<file path="config.mk">
export PLATFORM = sky130hd
export DESIGN_NAME = weight_loader
export DESIGN_NICKNAME = d
export VERILOG_FILES = /design/src/rtl/weight_loader_pkg.sv /design/src/rtl/weight_loader.sv
export SDC_FILE = /design/constraint.sdc
export NUM_CORES = 1
export LEC_CHECK = 0
export CELL_PAD_IN_SITES_DETAIL_PLACEMENT = 1
export CELL_PAD_IN_SITES_GLOBAL_PLACEMENT = 2
export CORE_MARGIN = 8
export CORE_UTILIZATION = 25
export CTS_CLUSTER_DIAMETER = 60
export DETAILED_ROUTE_END_ITERATION = 10
export PLACE_DENSITY_LB_ADDON = 0.1
export SETUP_SLACK_MARGIN = 0.5
export SYNTH_ARGS = -nofsm -noshare
export SYNTH_HDL_FRONTEND = slang
export SYNTH_SLANG_ARGS = --single-unit
</file>
<file path="constraint.sdc">
create_clock -name clk -period 3 [get_ports clk]
set_input_delay 0.3 -clock clk [delete_from_list [all_inputs] [get_ports clk]]
set_output_delay 0.3 -clock clk [all_outputs]
set_load 0.05 [all_outputs]
</file>
<file path="src/rtl/weight_loader_pkg.sv">
// Shared configuration for the weight fill path: array geometry, weight width,
// buffer depth and the loader state encoding.
package weight_loader_pkg;

  localparam int unsigned sys_cols       = 4;
  localparam int unsigned W_BITWIDTH     = 16;
  localparam int unsigned super_w_rows   = 4;
  localparam int unsigned w_buffer_depth = 16;

  typedef enum logic [1:0] {WL_IDLE, WL_LOAD, WL_DONE} wl_state_t;

  // Index width for a counter spanning 0..n-1, never narrower than one bit.
  function automatic int unsigned cnt_width(input int unsigned n);
    return (n > 1) ? $clog2(n) : 1;
  endfunction

endpackage

</file>
<file path="src/rtl/weight_loader.sv">
// Fills the per-column weight FIFOs with one tile in column-major order from a
// single valid/ready stream, and pulses done when the tile is complete.
module weight_loader
  import weight_loader_pkg::*;
#(
  parameter int unsigned COLS  = sys_cols,
  parameter int unsigned DW    = W_BITWIDTH,
  parameter int unsigned ROWS  = super_w_rows,
  parameter int unsigned DEPTH = w_buffer_depth
) (
  input  logic            clk,
  input  logic            rst,
  input  logic            start,
  input  logic            s_valid,
  output logic            s_ready,
  input  logic [DW-1:0]   s_data,
  input  logic [COLS-1:0] col_full,
  output logic [COLS-1:0] o_wr_en,
  output logic [DW-1:0]   o_wr_data,
  output logic            busy,
  output logic            done,
  output logic [31:0]     stall_cnt
);

  localparam int unsigned RW = cnt_width(ROWS);
  localparam int unsigned CW = cnt_width(COLS);

  if (ROWS > DEPTH || COLS < 1) begin : g_bad_cfg
    $fatal(1, "weight_loader: ROWS must not exceed DEPTH and COLS must be at least 1");
  end

  wl_state_t      r_state;
  wl_state_t      w_state_nxt;
  logic [RW-1:0]  r_row_cnt;
  logic [CW-1:0]  r_col_idx;
  logic           w_col_full;
  logic           w_accept;
  logic           w_last;

  // Full flag of the column currently being filled.
  always_comb begin
    w_col_full = 1'b0;
    for (int unsigned i = 0; i < COLS; i++) begin
      if (r_col_idx == CW'(i)) begin
        w_col_full = col_full[i];
      end
    end
  end

  assign s_ready   = (r_state == WL_LOAD) && !w_col_full;
  assign w_accept  = s_valid && s_ready;
  assign w_last    = (r_col_idx == CW'(COLS - 1)) && (r_row_cnt == RW'(ROWS - 1));
  assign o_wr_data = s_data;
  assign busy      = (r_state != WL_IDLE);
  assign done      = (r_state == WL_DONE);

  always_comb begin
    o_wr_en = '0;
    for (int unsigned i = 0; i < COLS; i++) begin
      o_wr_en[i] = w_accept && (r_col_idx == CW'(i));
    end
  end

  always_comb begin
    w_state_nxt = r_state;
    case (r_state)
      WL_IDLE: if (start) w_state_nxt = WL_LOAD;
      WL_LOAD: if (w_accept && w_last) w_state_nxt = WL_DONE;
      WL_DONE: w_state_nxt = WL_IDLE;
      default: w_state_nxt = WL_IDLE;
    endcase
  end

  always_ff @(posedge clk) begin
    if (rst) begin
      r_state   <= WL_IDLE;
      r_row_cnt <= '0;
      r_col_idx <= '0;
      stall_cnt <= '0;
    end else begin
      r_state <= w_state_nxt;
      if (r_state == WL_IDLE && start) begin
        r_row_cnt <= '0;
        r_col_idx <= '0;
      end else if (w_accept) begin
        // The final accept leaves the column index parked; the tile exits LOAD.
        if (r_row_cnt == RW'(ROWS - 1)) begin
          r_row_cnt <= '0;
          if (!w_last) begin
            r_col_idx <= r_col_idx + CW'(1);
          end
        end else begin
          r_row_cnt <= r_row_cnt + RW'(1);
        end
      end
      if (r_state == WL_LOAD && s_valid && !s_ready && stall_cnt != '1) begin
        stall_cnt <= stall_cnt + 32'd1;
      end
    end
  end

endmodule

</file>
# Word level (Yosys, flattened, before mapping)
# Cells that the tools add are included.
word_totals:
  reg_bits: 38
  output_inout_bits: 55
  word_cells: 45
op_classes:
  addsub: 3
  n_eq_ne: 9
  n_mux: 8
  bitwise: 1
  reduce_logical: 20
op_table:
  columns: ["operator", "n"]
  rows:
  - ["$add 32x1->32 const B", 1]
  - ["$ne 32x32->1 const B", 1]
  - ["$logic_and 1x1->1", 12]
  - ["$eq 2x2->1 const B", 4]
  - ["$mux 2", 3]
  - ["$add 2x1->2 const B", 2]
  - ["$eq 2x1->1 const B", 2]
  - ["$logic_not 2->1", 2]
  - ["$mux 1", 4]
  - ["$ne 2x2->1 const B", 2]
  - ["$pmux 2 s2", 1]
  - ["$reduce_and 3->1", 1]
  - ["$logic_not 1->1", 2]
  - ["$reduce_and 2->1", 1]
  - ["$reduce_bool 2->1", 1]
  - ["$reduce_or 2->1", 1]
  - ["$not 1->1", 1]

# Longest topological paths before layout
# Gate-level depths: netlist of the first run.
logic_depth:
  word_depth: 11
  depth_mapped: 8
  ltp_nobuf: 7

# Least setup slack after synthesis of the first run
# No wires, ideal clock.
synth_path:
  kind: "register to register"
  from: "register stall_cnt[4]"
  to: "register stall_cnt[27]"
  setup_ps: 121
  arrival_ps: 2399
  setup_slack_ps: 480
  path_stages_with_launch: 6
  path_buffers: 0
  period_less_slack_ps: 2520
  cell_sequence: "dfxtp_1 -> nand4_2 -> or4_4 -> or3_1 -> and4b_1 -> mux2_4"
synth_via:
  elab_chain_cells: 2
  word_cells_on_any_way: 3
  cone_classes: "add/sub (1); eq/ne (1); reduce/logical (1)"
synth_rtl:
  columns: ["element", "line_no", "source"]
  rows:
  - ["start: declaration", "weight_loader.sv:22", "output logic [31:0] stall_cnt"]
  - ["start signal: assignment", "weight_loader.sv:97", "stall_cnt <= stall_cnt + 32'd1;"]
  - ["branches (longest 2 deep; another with $add 32x1->32)", null, null]
# Several ways; the timed one is not identified.
# A chain may end at the register's enable or synchronous reset.

# Worst setup path in the final report of the first run
layout_path:
  from: "register r_col_idx[1]"
  to: "output o_wr_en[0]"
layout_via:
  elab_chain_cells: 9
  word_cells_on_any_way: 12
  cone_classes: "eq/ne (3); mux (4); reduce/logical (5)"
layout_rtl:
  columns: ["element", "line_no", "source"]
  rows:
  - ["start: declaration", "weight_loader.sv:35", "logic [CW-1:0] r_col_idx;"]
  - ["start signal: assignment", "weight_loader.sv:90", "r_col_idx <= r_col_idx + CW'(1);"]
  - ["$logic_not 2->1", "weight_loader.sv:44, weight_loader.sv:60", null]
  - ["$mux 1 (4 in series)", "weight_loader.sv:44", "if (r_col_idx == CW'(i)) begin"]
  - ["$logic_not 1->1", "weight_loader.sv:50", "assign s_ready = (r_state == WL_LOAD) && !w_col_full;"]
  - ["$logic_and 1x1->1", "weight_loader.sv:50", null]
  - ["$logic_and 1x1->1", "weight_loader.sv:51", "assign w_accept = s_valid && s_ready;"]
  - ["$logic_and 1x1->1 *", "weight_loader.sv:60", "o_wr_en[i] = w_accept && (r_col_idx == CW'(i));"]
  - ["end: declaration", "weight_loader.sv:18", "output logic [COLS-1:0] o_wr_en,"]
# Mark *: on every way between the ends. The rest lies on a longest branch, timed or not.

==> results of run 1 <==
==> synthesized netlist by cell type, types with 2 or more instances <==
master    count  area, um2
dfxtp_1      38        761
a21oi_1      25        125
nor2_1       19       71.3
nand2_1      18       67.6
or4_1        18        135
buf_4        17        128
o31ai_1      17        128
nand3_1      14       70.1
nand4_1      10       62.6
nor2b_1       8       50.1
o21ai_0       8       40.0
or3_1         8       50.1
clkbuf_1      7       26.3
and2_1        6       37.5
ha_1          6       75.1
nor4_1        6       37.5
and3_1        4       25.0
inv_1         4       15.0
mux2_1        3       33.8
nand3b_1      3       22.5
buf_2         2       10.0
mux2_2        2       22.5
mux2i_1       2       20.0
nand2b_1      2       12.5
nor3_1        2       10.0
nor3b_1       2       15.0
xnor2_1       2       17.5
==> sequential cells by signal, summed over array words and instances, names as in the netlist <==
register,flops
r_row_cnt,2
stall_cnt,32
r_col_idx,2
r_state,2
==> per-layer routing <==
metal	share of wire (%)	up-vias	track usage (%)
met4	1.2	0	3.87
met5	0	-	0
met3	4.3	10	3.25
met2	49	38	19.6
met1	46	1085	13.4
li1	-	1076	-
==> layout make-up <==
class                           instances  area (um2)
Fill cell                            1011        5750
Multi-Input combinational cell        204        1390
Sequential cell                        38         766
Timing Repair Buffer                   54         518
Tap cell                              108         135
Clock buffer                            6        82.6
Clock inverter                          2        60.1
Inverter                                4        15.0
==> worst register-to-register path, delay by kind of cell, from the launching register on <==
kind                       cells  cell delay, ns
and+or+nand+nor                3            0.65
muxes                          1            0.35
AOI/OAI and AO/OA              1            0.26
adders and majority gates      1            0.24
DFF                            1            0.36
buffers and inverters          3            0.38
==> what timing repair did <==
| action | in CTS | in global routing |
|---|---|---|
| setup buffers | 1 | 1 |
| cloned | 1 | 0 |
| endpoints found under the setup margin | 24 | 20 |
| gates resized for setup | 8 | 12 |
| pin swaps | 1 | 3 |
==> logic make-up after synthesis <==
logic type / count (synthesis) / share of synthesized area [%]
adder cells (fa/ha/maj): 6 / 3.33
AND/OR/NAND/NOR: 130 / 34.2
AO/OA/AOI/OAI: 57 / 15.8
flip-flops: 38 / 33.7
buffers and inverters: 31 / 8.10
XOR/XNOR: 2 / 0.777
multiplexers: 8 / 4.05
==> stage by stage <==
stage | util (%) | setup WS [ns] | instance area, um2 | hold slack, ns
floorplan | - | 0.518 | 2260 | 0.465
global placement | 31.2 | 0.415 | 2720 | 0.482
detailed placement | 31.2 | 0.392 | 2720 | 0.496
CTS | 33.4 | 0.443 | 2910 | 0.509
global route | 34.0 | 0.486 | 2970 | 0.536
finish | 34.0 | 0.604 | 2970 | 0.509
==> power by group through the flow <==
stage               Clock (mW)  Sequential, mW  Combinational (mW)
floorplan                    0           0.524              0.0947
global placement             0           0.522              0.0674
detailed placement           0           0.522              0.0678
finish                   0.569           0.510              0.0742
global route             0.602           0.510              0.0803
CTS                      0.586           0.510              0.0731
==> how the worst max path moves through the flow <==
stage / from / end / slack [ns]
floorplan: stall_cnt[12] / stall_cnt[27] / 0.52
global placement: col_full[1] / s_ready / 0.41
detailed placement: col_full[1] / stall_cnt[26] / 0.39
CTS: r_col_idx[0] / o_wr_en[0] / 0.44
global route: r_col_idx[0] / o_wr_en[0] / 0.49
finish: r_col_idx[1] / o_wr_en[0] / 0.60
==> qor.yml, run 1 <==
reg2reg_from: "r_col_idx[1]"
gp_congestion: 0.707
critPathCaptureType: "primary output"
nNetsFinal: 337
rsz0062_at_grt: "no"
final_cells: 416
mostFrequentLayoutCell: "clkdlybuf4s50_1"
place_inst: 405
combPwrFrac_pct: 6.4
yosysWarnings: 0
synth_area_per_cell_um2: 8.29
die-area_um2: 12300
synthCells: 272
drive_above_1_share_pct: 14.0
crit_cells: 8
ys_seq_elements: 38
p_sw_uw: 264
first_iter_violations: 47
finalCriticalPeriod_ns: 2.40
cp_slowest_stage_delay_ns: 0.36
p_seq_share_pct: 44.2
syn_area_um2: 2250
first_pass_iters: 4
diodes: 0
io_buffers: 46
worst_skew_pair.late_latency_ns: 0.31
via_per_inst: 5.31
cts_buffer_depth: 2
rows: 34
swShare_pct: 22.9
cp-start-kind: "register"
cts.root.buffer_cell: "clkbuf_8"
hold_viol: 0
crit_buf_inv: 3
drt_wl_total_um: 7310
die_w_um: 111
area_growth_pct: 31.7
p_int_uw: 889
skew_ns: 0.0111
clkSinkCount: 38
mostFrequentLayoutCells: "41 x clkdlybuf4s50_1, 34 x dfxtp_1, 25 x a21oi_1"
pwr-share-clk_pct: 49.4
drv_cap: 0
wire_per_inst_um: 17.6
ant_nets: 0
ios: 79
synth_edf_count: 0
run_status: "completed"
core_area_um2: 8720
path_clk_slew_ns: 0.09
required_ns: 2.70
p_per_area_nw_per_um2: 388
cts_tree: "done"
crit_chain: "inv_1 -> ha_1 -> nand3b_1 -> a211oi_4 -> buf_6 -> nor2_4 -> and2_1 -> buf_4"
path_max_fanout: 7
numCtsBuffers: 5
finalCritPeriodShare_pct: 79.9
grt_pass1_vias: 2228
ir_drop_v: 0.000227
start_util_pct: 25.9
synth_nets: 302
holdPathStages: 2
die_h_um: 111
grt_antenna_before_repair: 0
holdPathEnd: "stall_cnt[14]"
gr-total-overflow: 0
drcViolationCount: 0
power_mw: 1.15
htreeDepth: 2
max_slew_margin_pct: 58.2
yosysSeqAreaShare_pct: 33.7
critical_path_class: "reg -> out"
hold_path_class: "reg -> reg"
hpwl_um: 5110
reg2reg_depth: 9
hold_start: "stall_cnt[14]"
track_usage_pct: 11.5
reg2reg_slack_ns: 0.63
cts-hold-fix-buffers: 0
fin_setup_tns_ns: 0
synth_cell_types: 46
synth-main-ff-cell: "dfxtp_1"
fmax_ghz: 0.417
via_count: 2209
synthArstFlopShare_pct: 0
worstMarginPinSlew_ns: 0.618
leakagePower_nw: 0.914
grt_start_max_net_pins: 43
setup-violations-final: 0
grt_pass1_wl_um: 11800
path_delay_family: "simple AND/OR/NAND/NOR gates"
maxSlewViolCount: 0
worstPathArrival_ns: 2.10
cpMaxStageDelayCell: "dfxtp_2"
timing.rr.end: "stall_cnt[8]"
Power figures use the tool's default switching activity.
==> run 2: changes to the inputs <==
- clock period: 3 -> 2.4 ns (I/O delays scaled with it)
==> run 2 against run 1 <==
- register-to-register slack got worse by 0.40 ns
- count of clock-buffer cells in the layout rose by 1
- clock skew down 0.0034 ns
- sequential power rose by 22%
- sequential share of layout area decreased by 2.3 points
- setup slack worse by 0.37 ns
- critical endpoint is now stall_cnt[29]
==> qor.yml, run 2 (synthesized netlist as in run 1, its figures left out) <==
hold_slack_ns: 0.480  # -0.0289 ns
mostFrequentLayoutCell: "clkdlybuf4s50_1"
die-area_um2: 12300  # unchanged
hold_viol: 0  # unchanged
hold_path_class: "in -> out"
worstPathArrival_ns: 2.39  # +0.29 ns
path_clk_slew_ns: 0.08  # about the same
max_slew_margin_pct: 66.0  # +7.7 points
nNetsFinal: 365  # +8.3%
htreeDepth: 2  # unchanged
fmax_ghz: 0.461
place_area_um2: 2930  # +7.6%
rsz0062_at_grt: "yes"
first_pass_iters: 4  # unchanged
largest_reg_flops: 32  # unchanged
ant_nets: 0  # unchanged
numCtsBuffers: 5  # unchanged
drt_wl_total_um: 7710  # +5.4%
io_buffers: 46  # unchanged
worst_skew_pair.late_latency_ns: 0.30  # about the same
diodes: 0  # unchanged
critical_path_class: "reg -> reg"
drv_cap: 0  # unchanged
swShare_pct: 26.0  # +3.1 points
path_max_fanout: 5  # -2
die_w_um: 111  # unchanged
reg2reg_depth: 9  # unchanged
crit_top_cell: "buf_6"
cpMaxStageDelayCell: "dfxtp_4"
via_per_inst: 5.13  # -3.5%
regMostFlops: "stall_cnt"
endpoint: "stall_cnt[29]"
die_h_um: 111  # unchanged
cts_buffer_depth: 2  # unchanged
cp_slowest_stage_delay_ns: 0.39  # +0.03 ns
gr-total-overflow: 0  # unchanged
fill_cells: 1003  # -0.79%
clkSinkCount: 38  # unchanged
rows: 34  # unchanged
crit_chain: "inv_4 -> ha_4 -> nand3b_1 -> a211oi_4 -> buf_6 -> nand4_1 -> buf_6 -> or4_1 -> a21oi_1"
cp-start-kind: "register"
timing.rr.end: "stall_cnt[29]"
ir_drop_v: 0.000219  # -3.5%
grt_pass1_vias: 2366  # +6.2%
final_area_um2: 3560  # +20%
combPwrFrac_pct: 8.6  # +2.2 points
start_util_pct: 25.9  # unchanged
reg2reg_slack_ns: 0.23  # -0.40 ns
wire_per_inst_um: 17.4  # -1.2%
run_status: "completed"
p_per_area_nw_per_um2: 337  # -13%
crit_buf_inv: 3  # unchanged
ios: 79  # unchanged
skew_ns: 0.00771  # -0.00342 ns
finalCritPeriodShare_pct: 90.3
worstMarginPinSlew_ns: 0.509  # -0.109 ns
drcViolationCount: 0  # unchanged
critPathCaptureType: "register"
setup-violations-final: 0  # unchanged
p_sw_uw: 312  # +18%
pwr-share-clk_pct: 39.6  # -9.8 points
area_growth_pct: 57.8
hpwl_um: 5110  # about the same
grt_start_max_net_pins: 37  # -14%
core_area_um2: 8720  # unchanged
gp_congestion: 0.678  # -4.1%
grt_pass1_wl_um: 12200  # +3.3%
maxSlewViolCount: 0  # unchanged
fin_setup_tns_ns: 0  # unchanged
path_delay_family: "simple AND/OR/NAND/NOR gates"
crit_cells: 9  # +1
required_ns: 2.63  # -0.07 ns
first_iter_violations: 57  # +21%
finalCriticalPeriod_ns: 2.17
p_seq_share_pct: 51.8  # +7.6 points
grt_antenna_before_repair: 0  # unchanged
drive_above_1_share_pct: 39.9  # +26 points
reg2reg_from: "r_col_idx[1]"
p_int_uw: 889  # about the same
track_usage_pct: 11.9  # +0.42 points
leakagePower_nw: 1.20  # +31%
mostFrequentLayoutCells: "38 x clkdlybuf4s50_1, 28 x buf_4, 19 x a21oi_1, 17 x nand2_1"
cts_tree: "done"
cp-startpoint: "r_col_idx[1]"
cts.root.buffer_cell: "clkbuf_8"
via_count: 2276  # +3.0%
## run 2: layer usage
| metal | track usage, % | wire [um] | vias up |
|---|---|---|---|
| met4 | 2.97 | 126 | 0 |
| met5 | 0 | 0 | - |
| li1 | - | - | 1130 |
| met1 | 14.3 | 3580 | 1097 |
| met3 | 4.11 | 348 | 15 |
| met2 | 19.7 | 3650 | 34 |
## run 2: how the worst min path moves through the flow
stage	start	endpoint	slack, ns	depth (start not counted)
final	s_data[11]	o_wr_data[11]	0.48	0
after global routing	s_data[13]	o_wr_data[13]	0.48	0
after CTS	s_data[10]	o_wr_data[10]	0.48	0
after detailed placement	s_data[10]	o_wr_data[10]	0.48	0
after global placement	s_data[10]	o_wr_data[10]	0.48	0
after floorplan	start	r_state[0]	0.41	2
## run 2: through the flow
step / setup WS [ns] / utilization (%) / cells / total power, mW
6_report: 0.233 / 40.8 / 444 / 1.20
3_3_place_gp: 0.0767 / 33.6 / 411 / 0.729
2_1_floorplan: 0.237 / - / 272 / 0.765
5_1_grt: 0.173 / 40.8 / 444 / 1.26
3_5_place_dp: 0.0433 / 33.6 / 411 / 0.730
4_1_cts: 0.211 / 37.7 / 435 / 1.22
## run 2: repair_timing
item,in CTS,in global routing
cloned,3,0
endpoints found under the setup margin,44,45
hold buffers,0,0
resized for setup,26,37
setup buffers,13,9
pin swaps,12,9
## run 2: power by group through the flow
stage / Clock (mW) / Combinational (mW) / Sequential [mW]
after CTS: 0.499 / 0.0958 / 0.622
after floorplan: 0 / 0.124 / 0.641
final: 0.475 / 0.103 / 0.622
after global routing: 0.522 / 0.111 / 0.622
after global placement: 0 / 0.0907 / 0.638
after detailed placement: 0 / 0.0911 / 0.638
## run 2: worst reg2reg max path, stage by stage, from the launching register on
cell	delay [ns]
dfxtp_4	0.39
inv_4	0.04
ha_4	0.16
nand3b_1	0.19
a211oi_4	0.25
buf_6	0.16
nand4_1	0.17
buf_6	0.20
or4_1	0.39
a21oi_1	0.14
## run 2: cell type report
class	instances	area (um2)	share of cell area, %
multi-input cells	203	1620	45.5
repair buffers	83	857	24.1
well taps	108	135	3.80
clock inverters	1	5.00	0.141
inverters	4	17.5	0.492
flip-flops and latches	38	837	23.5
clock buffers	7	86.3	2.43
